--- config.mk ---
export PLATFORM = sky130hd
export DESIGN_NAME = mul_div_unit
export DESIGN_NICKNAME = d
export VERILOG_FILES = /design/src/rtl/mul_div_unit.sv
export SDC_FILE = /design/constraint.sdc
export NUM_CORES = 2
export LEC_CHECK = 0
export BUFFER_PORTS_ARGS = -buffer_cell sky130_fd_sc_hd__buf_2
export CAP_MARGIN = 15
export CORE_MARGIN = 2
export CORE_UTILIZATION = 40
export DETAILED_ROUTE_END_ITERATION = 12
export MAX_ROUTING_LAYER = met4
export PLACE_DENSITY = 0.55
export SLEW_MARGIN = 30
export SYNTH_ARGS = -nofsm -noshare
export SYNTH_HDL_FRONTEND = slang
export SYNTH_SLANG_ARGS = --single-unit
export TNS_END_PERCENT = 5
--- constraint.sdc ---
create_clock -name clk -period 13.68 [get_ports clk]
set_input_delay 2.052 -clock clk [delete_from_list [all_inputs] [get_ports clk]]
set_output_delay 2.052 -clock clk [all_outputs]
set_load 0.01 [all_outputs]
--- src/rtl/mul_div_unit.sv ---
// Multi-cycle MULT/MULTU/DIV/DIVU engine for the EXE stage.
// Multiply takes one cycle; divide uses radix-2 restoring steps with a final sign fixup.
module mul_div_unit #(
  parameter int DIV_CYCLES = 32
) (
  input  logic        clk,
  input  logic        resetn,
  input  logic [2:0]  EXE_MultDivOp,
  input  logic [31:0] EXE_rs_data,
  input  logic [31:0] EXE_rt_data,
  input  logic        EXE_Wr,
  input  logic        HiLo_Not_Flush,
  output logic        DIVMULTBusy,
  output logic        EXE_MultDivDone,
  output logic [31:0] EXE_Hi,
  output logic [31:0] EXE_Lo
);

  localparam int CW = $clog2(DIV_CYCLES);

  typedef enum logic [1:0] {IDLE, MUL, DIV, DONE} state_t;

  state_t          state_reg, state_next;
  logic            op_valid, op_is_div, op_signed, start, last_step;
  logic            sgn_reg, neg_q_reg, neg_r_reg;
  logic [31:0]     a_reg, b_reg, rem_reg, quo_reg, hi_reg, lo_reg;
  logic [CW-1:0]   cnt_reg;
  logic [31:0]     rs_mag, rt_mag;
  logic signed [32:0] a_ext, b_ext;
  logic signed [65:0] product;
  logic [32:0]     trial, diff;
  logic            quo_bit;
  logic [31:0]     rem_step, quo_step;

  assign op_valid  = (EXE_MultDivOp >= 3'd1) && (EXE_MultDivOp <= 3'd4);
  assign op_is_div = (EXE_MultDivOp == 3'd3) || (EXE_MultDivOp == 3'd4);
  assign op_signed = (EXE_MultDivOp == 3'd1) || (EXE_MultDivOp == 3'd3);
  assign start     = (state_reg == IDLE) && op_valid && HiLo_Not_Flush;
  assign last_step = (cnt_reg == CW'(DIV_CYCLES - 1));

  assign rs_mag = (op_signed && EXE_rs_data[31]) ? -EXE_rs_data : EXE_rs_data;
  assign rt_mag = (op_signed && EXE_rt_data[31]) ? -EXE_rt_data : EXE_rt_data;

  // MULTU zero-extends to 33 bits, MULT sign-extends; the low 64 bits are the result.
  assign a_ext   = {sgn_reg & a_reg[31], a_reg};
  assign b_ext   = {sgn_reg & b_reg[31], b_reg};
  assign product = a_ext * b_ext;

  // One restoring step: a zero divisor always subtracts, giving all-ones and rem=|rs|.
  assign trial    = {rem_reg, quo_reg[31]};
  assign diff     = trial - {1'b0, b_reg};
  assign quo_bit  = (trial >= {1'b0, b_reg});
  assign rem_step = quo_bit ? diff[31:0] : trial[31:0];
  assign quo_step = {quo_reg[30:0], quo_bit};

  always_ff @(posedge clk or negedge resetn) begin
    if (!resetn) state_reg <= IDLE;
    else         state_reg <= state_next;
  end

  always_comb begin
    state_next = state_reg;
    if (!HiLo_Not_Flush) begin
      state_next = IDLE;
    end else begin
      case (state_reg)
        IDLE: if (op_valid) state_next = op_is_div ? DIV : MUL;
        MUL:  state_next = DONE;
        DIV:  if (last_step) state_next = DONE;
        DONE: if (EXE_Wr) state_next = IDLE;
        default: state_next = IDLE;
      endcase
    end
  end

  always_comb begin
    DIVMULTBusy     = 1'b0;
    EXE_MultDivDone = 1'b0;
    if (HiLo_Not_Flush) begin
      DIVMULTBusy     = (state_reg == MUL) || (state_reg == DIV) ||
                        ((state_reg == IDLE) && op_valid);
      EXE_MultDivDone = (state_reg == DONE);
    end
  end

  always_ff @(posedge clk or negedge resetn) begin
    if (!resetn) begin
      sgn_reg   <= 1'b0;
      neg_q_reg <= 1'b0;
      neg_r_reg <= 1'b0;
      a_reg     <= '0;
      b_reg     <= '0;
      rem_reg   <= '0;
      quo_reg   <= '0;
      cnt_reg   <= '0;
      hi_reg    <= '0;
      lo_reg    <= '0;
    end else if (start) begin
      sgn_reg   <= op_signed;
      neg_q_reg <= op_signed && (EXE_rs_data[31] ^ EXE_rt_data[31]);
      neg_r_reg <= op_signed && EXE_rs_data[31];
      a_reg     <= op_is_div ? rs_mag : EXE_rs_data;
      b_reg     <= op_is_div ? rt_mag : EXE_rt_data;
      quo_reg   <= rs_mag;
      rem_reg   <= '0;
      cnt_reg   <= '0;
    end else if (HiLo_Not_Flush) begin
      if (state_reg == MUL) begin
        hi_reg <= product[63:32];
        lo_reg <= product[31:0];
      end else if (state_reg == DIV) begin
        rem_reg <= rem_step;
        quo_reg <= quo_step;
        cnt_reg <= cnt_reg + 1'b1;
        if (last_step) begin
          hi_reg <= neg_r_reg ? -rem_step : rem_step;
          lo_reg <= neg_q_reg ? -quo_step : quo_step;
        end
      end
    end
  end

  assign EXE_Hi = hi_reg;
  assign EXE_Lo = lo_reg;

endmodule

==> results_dict.tcl <==
set metrics [dict create \
    ios 137 \
    slowest_delay_ns 0.88 \
    htree_levels 1 \
    synth-simple-area-share_pct 16.7 \
    fin_nets 7323 \
    startpoint_type "flop" \
    synth_compound_area_share_pct 8.26 \
    worstSetupEndpointType "flop" \
    post_cts_buffers 0 \
    avgSynthCellArea_um2 8.72 \
    fmax_ghz 0.0979 \
    dieArea_um2 133000 \
    synth_edf_count 0 \
    synth_xor_area_share_pct 4.10 \
    synth_top_area_cell "fa_1" \
    fin_skew_ns 0.0271 \
    num_rows 132 \
    overflow 0 \
    vias_per_cell 5.18 \
    status "completed" \
    portBuffers 136 \
    ys_warn_count 0 \
    synth_adder_area_share_pct 49.5 \
    synthCells 5961 \
    layout-drive-gt1-share_pct 5.48 \
    ys_ff_latch 202 \
    grt_start_max_net_pins 108 \
    hold_violations 0 \
    finalCoreUtilization_pct 42.7 \
    dp_hpwl_um 124000 \
    ctsRootBufferMaster "clkbuf_16" \
    syn-cell-area_um2 52000 \
    route.detailed.wl_per_inst_um 20.2 \
    drv_cap 0 \
    synth_top_area_share_pct 43.4 \
    crit_top_cell "fa_1" \
    period_share_pct 74.7 \
    cts_tree "built" \
    design_area_um2 55100 \
    die_y_um 364 \
    layout_min_cycle_time_ns 10.21 \
    wl_um 154000 \
    first_iter_violations 2820 \
    ys_types 91 \
    drv_slew 0 \
    grt_pass1_vias 41645 \
    crit_required_ns 14.20 \
    cts_buffers 25 \
    synth_top_flop_cell "dfrtp_1" \
    grt_util_all_layers_pct 24.8 \
    drc 0 \
    clk_pin_slew_ns 0.07 \
    cts_buffer_depth 3 \
    gp_congestion 0.923 \
    synth.net_count 7412 \
    finalWorstSetupSlack_ns 3.47 \
    syn_to_final_growth_pct 6.13 \
    critPathSlowestCell "dfrtp_1" \
    synth_top_family_by_area "adder cells" \
    finalSetupViolCount 0 \
    worst-setup-path-type "flop to flop" \
    fin_tns_setup_ns 0 \
    drtAntennaViolNets 0 \
    num_vias 39645 \
    start_util_pct 40.2 \
    muxShareOfSynthArea_pct 0.559 \
    dpl_worst_slack_ns 3.63 \
    drt_first_pass_iters 5 \
    synth_common_cells "inv_1 (1198), fa_1 (1126), nand2_1 (1031)" \
    worstMarginPinSlew_ns 1.03 \
    slew_headroom_pct 30.4 \
    cts_hold_buf 0 \
    synth.most_common_cell "inv_1" \
    rsz0062_at_grt "false" \
    core-area_um2 129000 \
    async_flop_share_pct 100 \
    critPathMaxFanout 22 \
    worstPathArrival_ns 10.73 \
    cts.sinks 202 \
    die_w_um 364 \
    nFillCells 13109 \
    dpl-instance-area_um2 54200 \
    hp-class "flop to flop" \
    cts_resized 0 \
    synth_area_leaders "fa_1 (43%), dfrtp_1 (9.7%), inv_1 (8.7%)" \
    ys_seq_area_share_pct 9.73 \
    insertion_delay_ns 0.60 \
    grt_pass1_wl_um 245000 \
    antenna_found_initial 18 \
]
[critical path, delay by kind of cell, from the launching register on]
family / cells / cell delay, ns
AOI/OAI and AO/OA: 6 / 1.31
xor gates and xnor gates: 1 / 0.16
adders and majority gates: 9 / 4.66
buffers and inverters: 7 / 1.05
DFF: 1 / 0.88
and+or+nand+nor: 6 / 2.07
[cell type report]
class	instances	area [µm²]	area share [%]
sequential	202	5060	9.19
multi-input combinational	4231	41200	74.7
clock buffer	31	688	1.25
inverter	1199	4500	8.16
antenna	18	45.0	0.0817
timing repair buffer	213	1280	2.31
tap	1742	2180	3.95
clock inverter	15	216	0.393
[through the flow]
step | instances | hold WS (ns)
floorplan | 5961 | 0.494
global placement | 7587 | 0.457
detailed placement | 7587 | 0.459
CTS | 7633 | 0.476
global route | 7649 | 0.509
finish | 7651 | 0.475
[layout by cell type (no fill, tap or decap), types with 45 or more instances in the layout]
cell type	Yosys	routed
ha_1	254	253
xnor2_1	145	145
inv_1	1198	1198
and2_1	356	356
nand2_1	1031	1031
o21ai_0	209	209
xor2_1	98	98
a31oi_1	53	53
nor3_1	46	45
dfrtp_1	202	196
buf_4	1	75
fa_1	1126	1125
nor2_1	239	239
buf_2	12	135
a21oi_1	171	171
[logic make-up (layout without fill, tap and decap cells)]
family / count (synthesis) / in the layout
and+or+nand+nor: 1894 / 1894
muxes: 29 / 29
AOI/OAI and AO/OA: 685 / 685
xor gates and xnor gates: 243 / 243
adders and majority gates: 1380 / 1380
other: 0 / 18
buffers and inverters: 1528 / 1458
DFF: 202 / 202
[worst paths after layout]
kind	to	from	cells past startpoint	slack, ns
worst min register to register	EXE_Hi[12]	EXE_Hi[12]	2	0.48
worst max-delay path	EXE_Hi[29]	sgn_reg	29	3.47
min in group asynchronous	cnt_reg[0]	resetn	1	1.46
worst max register to register	EXE_Hi[29]	sgn_reg	29	3.47
worst min-delay path	EXE_Hi[12]	EXE_Hi[12]	2	0.48
max in group asynchronous	b_reg[29]	resetn	3	10.17
[layer usage]
metal	global-route usage, %	routed length [µm]	up-vias
li1	-	-	17842
met3	4.28	10500	190
met2	39.1	72600	1143
met1	32.7	65900	20470
met5	-	0	-
met4	7.77	5390	0
Power is left out: the tool's default activity adds up to more than one toggle a clock period on the data nets, which glitch-free logic cannot reach.
